**src/rtl/prescaled_timer_if.sv**
```systemverilog
// Control/status bundle for prescaled_timer: the master drives the controls, the timer (slave) drives status.
interface prescaled_timer_if #(
  parameter int DATA_WIDTH     = 32,
  parameter int PRESCALE_WIDTH = 16
);
  logic                        reset_counter;
  logic                        enable;
  logic                        mode;
  logic                        start;
  logic                        stop;
  logic [PRESCALE_WIDTH-1:0]   prescale;
  logic [DATA_WIDTH-1:0]       period;
  logic                        capture;
  logic signed [DATA_WIDTH-1:0] data;
  logic [DATA_WIDTH-1:0]       captured;
  logic                        match;
  logic                        running;

  modport master (
    output reset_counter, enable, mode, start, stop, prescale, period, capture,
    input  data, captured, match, running
  );

  modport slave (
    input  reset_counter, enable, mode, start, stop, prescale, period, capture,
    output data, captured, match, running
  );
endinterface

```
**src/rtl/prescaled_timer.sv**
```systemverilog
// Prescaled interval timer: periodic or one-shot, with a programmable period and a one-cycle match pulse.
// Define PRESCALED_TIMER_CAPTURE_EN to build the capture register; otherwise captured is tied to 0.
module prescaled_timer #(
  parameter int DATA_WIDTH     = 32,
  parameter int PRESCALE_WIDTH = 16
) (
  input logic               clk,
  input logic               reset,
  prescaled_timer_if.slave  bus
);

  typedef enum logic [1:0] {
    IDLE = 2'd0,
    RUN  = 2'd1,
    DONE = 2'd2
  } state_t;

  state_t                    state;
  logic [PRESCALE_WIDTH-1:0] prescaler;
  logic [DATA_WIDTH-1:0]     counter;
  logic                      match_q;
  logic                      running_q;

  logic counting;
  logic tick;
  logic terminal;
  logic launch;

  // stop and reset_counter both suppress counting in the cycle they are seen
  assign counting = (state == RUN) && bus.enable && !bus.stop && !bus.reset_counter;
  assign tick     = counting && (prescaler == bus.prescale);
  assign terminal = tick && (counter >= bus.period);
  assign launch   = (state != RUN) && bus.start && !bus.stop;

  always_ff @(posedge clk or posedge reset) begin
    if (reset) begin
      state     <= IDLE;
      prescaler <= '0;
      counter   <= '0;
      match_q   <= 1'b0;
      running_q <= 1'b0;
    end else begin
      match_q <= terminal;

      case (state)
        IDLE: begin
          if (launch) begin
            state     <= RUN;
            running_q <= 1'b1;
          end
        end
        RUN: begin
          if (bus.stop) begin
            state     <= IDLE;
            running_q <= 1'b0;
          end else if (terminal && bus.mode) begin
            state     <= DONE;
            running_q <= 1'b0;
          end
        end
        DONE: begin
          if (launch) begin
            state     <= RUN;
            running_q <= 1'b1;
          end
        end
        default: begin
          state     <= IDLE;
          running_q <= 1'b0;
        end
      endcase

      // A prescaler lowered below its current value simply wraps through all ones before ticking again
      if (bus.reset_counter || ((state == DONE) && launch)) begin
        counter   <= '0;
        prescaler <= '0;
      end else if (tick) begin
        prescaler <= '0;
        counter   <= terminal ? '0 : counter + 1'b1;
      end else if (counting) begin
        prescaler <= prescaler + 1'b1;
      end
    end
  end

  assign bus.data    = counter;
  assign bus.match   = match_q;
  assign bus.running = running_q;

`ifdef PRESCALED_TIMER_CAPTURE_EN
  logic [DATA_WIDTH-1:0] captured_q;

  // Latches the pre-update counter, so a capture alongside reset_counter keeps the old count
  always_ff @(posedge clk or posedge reset) begin
    if (reset) begin
      captured_q <= '0;
    end else if (bus.capture) begin
      captured_q <= counter;
    end
  end

  assign bus.captured = captured_q;
`else
  logic unused_capture;
  assign unused_capture = bus.capture;
  assign bus.captured   = '0;
`endif

endmodule

```
**src/flat_wrapper.sv**
```systemverilog
// flat-port wrapper written by rule: the top's interface ports become plain ports
module prescaled_timer_flat 
#(
  parameter int DATA_WIDTH     = 32,
  parameter int PRESCALE_WIDTH = 16
)
  (clk, reset, bus_reset_counter, bus_enable, bus_mode, bus_start, bus_stop, bus_prescale, bus_period, bus_capture, bus_data, bus_captured, bus_match, bus_running);
  prescaled_timer_if #(.DATA_WIDTH(DATA_WIDTH), .PRESCALE_WIDTH(PRESCALE_WIDTH)) bus_i ();
  input logic clk;
  input logic reset;
  input wire logic [$bits(bus_i.reset_counter)-1:0] bus_reset_counter;
  input wire logic [$bits(bus_i.enable)-1:0] bus_enable;
  input wire logic [$bits(bus_i.mode)-1:0] bus_mode;
  input wire logic [$bits(bus_i.start)-1:0] bus_start;
  input wire logic [$bits(bus_i.stop)-1:0] bus_stop;
  input wire logic [$bits(bus_i.prescale)-1:0] bus_prescale;
  input wire logic [$bits(bus_i.period)-1:0] bus_period;
  input wire logic [$bits(bus_i.capture)-1:0] bus_capture;
  output wire logic [$bits(bus_i.data)-1:0] bus_data;
  output wire logic [$bits(bus_i.captured)-1:0] bus_captured;
  output wire logic [$bits(bus_i.match)-1:0] bus_match;
  output wire logic [$bits(bus_i.running)-1:0] bus_running;
  assign bus_i.reset_counter = bus_reset_counter;
  assign bus_i.enable = bus_enable;
  assign bus_i.mode = bus_mode;
  assign bus_i.start = bus_start;
  assign bus_i.stop = bus_stop;
  assign bus_i.prescale = bus_prescale;
  assign bus_i.period = bus_period;
  assign bus_i.capture = bus_capture;
  assign bus_data = bus_i.data;
  assign bus_captured = bus_i.captured;
  assign bus_match = bus_i.match;
  assign bus_running = bus_i.running;
  prescaled_timer #(.DATA_WIDTH(DATA_WIDTH), .PRESCALE_WIDTH(PRESCALE_WIDTH)) u_core (.clk(clk), .reset(reset), .bus(bus_i));
endmodule
```
**config.mk**
```make
export PLATFORM = sky130hd
export DESIGN_NAME = prescaled_timer_flat
export DESIGN_NICKNAME = d
export VERILOG_FILES = /design/src/rtl/prescaled_timer_if.sv /design/src/rtl/prescaled_timer.sv /design/src/flat_wrapper.sv
export SDC_FILE = /design/constraint.sdc
export NUM_CORES = 1
export LEC_CHECK = 0
export ABC_AREA = 0
export ABC_CLOCK_PERIOD_IN_PS = 3000
export BUFFER_PORTS_ARGS = -buffer_cell sky130_fd_sc_hd__buf_4
export CAP_MARGIN = 20
export CORE_ASPECT_RATIO = 0.7
export CORE_MARGIN = 1
export CORE_UTILIZATION = 52
export DETAILED_ROUTE_END_ITERATION = 12
export GPL_ROUTABILITY_DRIVEN = 1
export PLACE_DENSITY_LB_ADDON = 0.25
export SETUP_SLACK_MARGIN = 0.15
export SLEW_MARGIN = 0
export SYNTH_ARGS = -nofsm -noshare
export SYNTH_HDL_FRONTEND = slang
export SYNTH_SLANG_ARGS = --single-unit
export TNS_END_PERCENT = 20
```
**constraint.sdc**
```tcl
create_clock -name clk -period 3 [get_ports clk]
set_clock_uncertainty 0.1 [all_clocks]
set_input_delay 0.45 -clock clk [delete_from_list [all_inputs] [get_ports clk]]
set_output_delay 0.45 -clock clk [all_outputs]
set_load 0.01 [all_outputs]
```
==> results of run 1 <==
routing by layer:
metal  wire length (um)  share of wire, %
met2               3720                44
met3                450               5.3
met4                 95               1.1
met5                  0                 0
met1               4210                50
registers in the layout (all words and copies together), names as in the netlist:
signal,count
u_core.bus.match,1
u_core.state,2
u_core.prescaler,16
u_core.bus.data,32
power groups by stage:
stage	combinational, mW	sequential (mW)	clock [mW]
after floorplan	0.129	0.711	0
after global placement	0.190	0.708	0
after detailed placement	0.196	0.708	0
after CTS	0.197	0.694	0.399
after global routing	0.219	0.695	0.421
final	0.195	0.694	0.387
metrics by stage:
stage / area (sq um) / hold WS, ns / setup slack, ns / cells / utilization [%]
2_1_floorplan: 3940 / 0.413 / 0.572 / 468 / -
3_3_place_gp: 4540 / 0.436 / 0.211 / 623 / 65.3
3_5_place_dp: 4540 / 0.436 / 0.0409 / 623 / 65.3
4_1_cts: 4620 / 0.100 / 0.169 / 631 / 66.5
5_1_grt: 4620 / 0.113 / 0.165 / 631 / 66.5
6_report: 4620 / 0.0815 / 0.329 / 631 / 66.5
cell usage in the layout (no fill, tap or decap), types with 3 or more instances in the layout:
cell,netlist,final
and4_1,8,8
ha_1,34,34
o211ai_1,3,3
nand2_1,26,26
buf_4,35,102
nor2_1,48,48
o21ai_0,9,9
clkbuf_8,0,5
dfrtp_1,51,51
xnor2_1,8,8
conb_1,1,32
nor4_1,9,9
xor2_1,46,46
nor2b_1,5,5
a21oi_1,22,21
nand3_1,21,21
and3_1,15,15
a21o_1,3,3
nand4_1,21,21
inv_1,38,37
critical path: cells and delay by family, from the launching register on:
family	cells	cell delay, ns
buffers and inverters	1	0.21
adders and majority gates	1	0.35
AOI/OAI and AO/OA	4	0.71
and+or+nand+nor	3	0.74
DFF	1	0.45
layout make-up:
cell class	instances	share of cell area [%]
Timing Repair Buffer	103	17.0
Clock inverter	1	0.108
Tap cell	94	2.55
Clock buffer	7	1.65
Inverter	38	3.09
Multi-Input combinational cell	337	48.0
Sequential cell	51	27.6
timing repair:
action / CTS / global route
gates resized for setup: 0 / 1
endpoints found under the setup margin: 0 / 6
buffers inserted: 0 / 0
cells by family after synthesis:
kind of cell | after synthesis | share of synthesized area, %
XOR/XNOR | 54 | 12.4
other | 1 | 0.0980
multiplexers | 1 | 0.262
adder cells (fa/ha/maj) | 34 | 11.1
buffers and inverters | 80 | 11.8
AND/OR/NAND/NOR | 168 | 23.3
flip-flops | 51 | 33.4
AO/OA/AOI/OAI | 48 | 7.72
worst max path at each step:
| stage | start | to | slack (ns) | depth (start not counted) |
|---|---|---|---|---|
| 3_3_place_gp | bus_period[0] | u_core.bus.data[10] | 0.21 | 10 |
| 6_report | u_core.bus.data[15] | u_core.bus.data[6] | 0.33 | 9 |
| 4_1_cts | u_core.bus.data[0] | u_core.bus.data[10] | 0.17 | 10 |
| 2_1_floorplan | u_core.bus.data[0] | u_core.bus.data[12] | 0.57 | 10 |
| 3_5_place_dp | bus_period[0] | u_core.bus.data[10] | 0.04 | 10 |
| 5_1_grt | u_core.bus.data[1] | u_core.bus.data[22] | 0.17 | 8 |
==> impl_metrics.csv, run 1 <==
group,metric,value,unit
outcome,outcome,"finished clean",
floorplan,core_area,6940,sq um
pwr,cellInternalPower,0.944,mW
timing,fin_setup_tns,0,ns
detailed_routing,wl,8.48,mm
global_route,use_met1,34.5,%
clocking,clockRootBuffer,"clkbuf_8",
detailed_routing,antenna_left,0,
worst_setup_path,reg2reg_from,"u_core.bus.data[15]",
yosys,ys_ff_latch,51,
timing,setup_viol,0,
yosys,yosysSeqAreaShare,33.4,%
pwr,pwr-share-seq,54.4,%
clocking,ctsHtreeMaxLevel,2,
clocking,cts_tree,"done",
finish,fillCellCount,586,
global_route,grt_pass1_vias,3042,
pwr,clock_power_share,30.3,%
worst_setup_path,crit_chain,"ha_1, nand4_1, nor4_1, o211ai_1, o211ai_1, a21oi_2, o21ai_4, buf_4, nor2_1",
place,gp_congestion,0.849,
yosys,post-synth-top-count-cell,"dfrtp_1",
floorplan,dieWidth,105,um
timing,finalCritPeriodShare,89.0,%
timing,relSlewSlack,58.0,%
worst_setup_path,rr_worst_depth,9,
pwr,ir_worst_vdd,0.173,mV
pwr,p_sw_share,26.0,%
global_route,grt_max_degree,28,
detailed_routing,avgRoutedWirePerCell,13.4,um
worst_setup_path,worst_setup_path_end_kind,"flop",
timing,final.min_clock_period,2.67,ns
global_route,use_met2,36.1,%
floorplan,io_pins,122,
clocking,postCtsHoldBufs,0,
worst_setup_path,worst_path_max_delay_cell,"nor4_1",
timing,rsz0062_at_grt,"false",
pwr,cellLeakagePower,2.46,nW
global_route,antenna_found_initial,0,
place,port_buffers,88,
clocking,clk_path_buf_depth,2,
floorplan,die-area,7710,sq um
yosys,synth_top_area_share,33.4,%
finish,num_antenna_cells,0,
timing,drv_slew,0,
detailed_routing,drtIter0Drc,133,
worst_setup_path,r2r-end,"u_core.bus.data[6]",
clocking,clk_latency,0.30,ns
finish,drive_above_1_share,22.0,%
timing,tightest_slew,0.631,ns
global_route,grt.total_usage,23.4,%
detailed_routing,vias_per_cell,5.19,
place,dpl.hpwl,6.78,mm
yosys,synth_top_cell_by_area,"dfrtp_1",
worst_setup_path,slowest_delay,0.47,ns
yosys,ys.warnings.count,0,
detailed_routing,drc,0,
finish,area_growth,20.8,%
run,cap_viol_max_count,0,
yosys,ys_top_cells_by_area,"dfrtp_1 (33%), ha_1 (11%), xor2_1 (11%)",
finish,layout.nets,626,
worst_setup_path,reg2reg_slack,0.33,ns
global_route,top_usage_layer,"met2",
global_route,grt_pass1_wl,14.3,mm
worst_setup_path,crit_required,3.09,ns
yosys,synth_cells,437,
timing,timing.fmax,0.374,GHz
timing,hold_viol,0,
yosys,synth.avg_cell_area,8.76,sq um
yosys,yosys.cell_types.count,42,
worst_setup_path,critPathKind,"reg -> reg",
yosys,async_flop_share,100,%
yosys,synthFlopType,"dfrtp_1",
yosys,synth_common_cells,"dfrtp_1 (51), nor2_1 (48), xor2_1 (46)",
clocking,clock-sinks,51,
floorplan,rows,25,
floorplan,die_h,73.8,um
clocking,numCtsBuffers,5,
global_route,use_met3,3.28,%
pwr,combPwrFrac,15.3,%
global_route,overflow,0,
worst_setup_path,setup.worst_path.start_class,"flop",
finish,seq_area,1280,sq um
pwr,switchingPower,0.331,mW
floorplan,start_util,55.1,%
worst_setup_path,crit_arrival,2.76,ns
pwr,p_per_area,276,nW/um^2
hold_path,hold_path_class,"in -> async",
yosys,synth-edff-count,0,
pwr,power.total,1.28,mW
worst_setup_path,cpMostUsedCell,"o211ai_1",
yosys,syn_area,3830,sq um
worst_setup_path,critPathMaxFanout,12,
finish,multi_input_area,2220,sq um
detailed_routing,first_pass_iters,4,
detailed_routing,vias,3277,
clocking,clk_pin_slew_worst_paths,0.09,ns
Note: power is estimated with default switching activity, not from simulation.
==> run 2, diff against run 1 <==
--- a/config.mk
+++ b/config.mk
@@ -9,7 +9,7 @@
 export ABC_CLOCK_PERIOD_IN_PS = 3000
 export BUFFER_PORTS_ARGS = -buffer_cell sky130_fd_sc_hd__buf_4
 export CAP_MARGIN = 20
-export CORE_ASPECT_RATIO = 0.7
+export CORE_ASPECT_RATIO = 1.1
 export CORE_MARGIN = 1
 export CORE_UTILIZATION = 52
 export DETAILED_ROUTE_END_ITERATION = 12
==> impl_metrics.csv, run 2 (synthesis results as in run 1) <==
group,metric,value,unit
outcome,outcome,"finished clean",
clocking,cts_tree,"done",
finish,design_area,4610,sq um
clocking,clk_latency,0.30,ns
worst_setup_path,slowest_delay,0.49,ns
global_route,grt.total_usage,22.3,%
finish,largest_reg_flops,32,
timing,final.min_clock_period,2.63,ns
floorplan,start_util,54.3,%
worst_setup_path,crit_required,3.13,ns
detailed_routing,antenna_left,0,
finish,final_cell_mix,"buf_4 (100), dfrtp_1 (50), nor2_1 (48), xor2_1 (46), inv_1 (37)",
finish,layout.nets,624,
place,dpl.hpwl,6.48,mm
timing,relSlewSlack,60.3,%
place,gp_congestion,0.827,
timing,timing.fmax,0.381,GHz
pwr,p_per_area,294,nW/um^2
timing,drv_slew,0,
finish,drive_above_1_share,21.7,%
floorplan,dieWidth,83.8,um
clocking,clk_path_buf_depth,2,
clocking,ctsHtreeMaxLevel,2,
worst_setup_path,setup.worst_path.start_class,"flop",
worst_setup_path,crit_family,"simple AND/OR/NAND/NOR gates",
floorplan,die-area,7710,sq um
worst_setup_path,crit_chain,"ha_1, and3_1, nand4_1, nor2_1, and3_1, nand2_1, or3_1, a21oi_1",
clocking,post_cts_buffers,0,
floorplan,core_area,7050,sq um
worst_setup_path,cpMostUsedCell,"and3_1",
worst_setup_path,cp_num_buf_inv,0,
timing,finalCritPeriodShare,87.6,%
timing,setup_viol,0,
timing,tightest_slew,0.596,ns
run,cap_viol_max_count,0,
clocking,clk_pin_slew_worst_paths,0.09,ns
timing,hold_viol,0,
detailed_routing,first_pass_iters,5,
floorplan,io_pins,122,
global_route,grt_pass1_vias,3141,
finish,num_antenna_cells,0,
worst_setup_path,critPathKind,"reg -> reg",
clocking,clockRootBuffer,"clkbuf_8",
global_route,antenna_found_initial,0,
clocking,clock-sinks,51,
hold_path,hold_path_class,"in -> async",
finish,fillCellCount,594,
timing,fin_setup_tns,0,ns
finish,area_growth,20.6,%
global_route,grt_pass1_wl,14.0,mm
floorplan,die_h,92.0,um
pwr,ir_worst_vdd,0.231,mV
detailed_routing,drtIter0Drc,90,
worst_setup_path,crit_arrival,2.76,ns
detailed_routing,vias,3284,
place,post_dp_cell_area,4510,sq um
timing,rsz0062_at_grt,"false",
global_route,grt_max_degree,26,
worst_setup_path,critPathMaxFanout,10,
place,port_buffers,88,
detailed_routing,vias_per_cell,5.31,
floorplan,rows,32,
clocking,numCtsBuffers,5,
detailed_routing,wl,8.23,mm
worst_setup_path,worst_path_max_delay_cell,"dfrtp_1",
global_route,overflow,0,
detailed_routing,avgRoutedWirePerCell,13.3,um
finish,mostFrequentLayoutCell,"buf_4",
worst_setup_path,worst_setup_path_end_kind,"flop",
detailed_routing,drc,0,
pwr,cellLeakagePower,2.46,nW
run 2: changes by cell type in the layout (fill, tap and decap cells not counted), sizes merged:
cell / previous run / this run
clkinv: 1 / 0
buf: 103 / 101
clkbuf: 7 / 6
bufinv: 0 / 1
run 2: path summary, 6_finish.rpt:
check | from | to | slack, ns | cells past startpoint
setup reg to reg | u_core.bus.data[1] | u_core.bus.data[22] | 0.37 | 8
setup / recovery | u_core.bus.data[1] | u_core.bus.data[22] | 0.37 | 8
max in group asynchronous | reset | u_core.bus.data[0] | 2.13 | 3
hold / removal | reset | u_core.state[0] | 0.03 | 2
min in group clk | bus_stop | u_core.state[0] | 0.20 | 2
hold reg to reg | u_core.prescaler[15] | u_core.prescaler[15] | 0.47 | 2
run 2: where the power goes:
group / leakage [nW] / switching (mW) / internal (mW)
registers: 0.709 / 0.00762 / 0.690
logic: 1.70 / 0.101 / 0.0869
clock network: 0.0513 / 0.224 / 0.245
total: 2.46 / 0.332 / 1.02
run 2: routing by layer:
metal	routed length, um	vias up	GRT usage [%]
met5	0	-	0
met4	133	0	6.36
met2	4100	93	39.4
li1	-	1627	-
met1	3620	1550	28.4
met3	380	14	2.97
run 2: through the flow:
step | hold WS [ns] | utilization [%] | std cells | worst slack [ns] | total power, mW
6_report | 0.0314 | 65.5 | 619 | 0.373 | 1.35
3_5_place_dp | 0.372 | 64.0 | 612 | 0.357 | 0.900
3_3_place_gp | 0.371 | 64.0 | 612 | 0.410 | 0.894
4_1_cts | 0.0393 | 65.4 | 619 | 0.339 | 1.36
5_1_grt | 0.0589 | 65.5 | 619 | 0.213 | 1.41
2_1_floorplan | 0.413 | - | 468 | 0.572 | 0.840
run 2: repair_timing:
| action | CTS | global route |
|---|---|---|
| hold buffers | 0 | 0 |
| endpoints found under the setup margin | 0 | 2 |
| resized for setup | 0 | 1 |
run 2: final cells by class:
type                       instances  area, sq um  area share, %
timing repair buffer             101          771           16.7
clock buffer                       6         72.6           1.57
tap                               85          106           2.31
inverter                          38          143           3.09
multi-input combinational        337         2210           48.0
sequential                        51         1280           27.7
clock inverter                     1         30.0          0.651
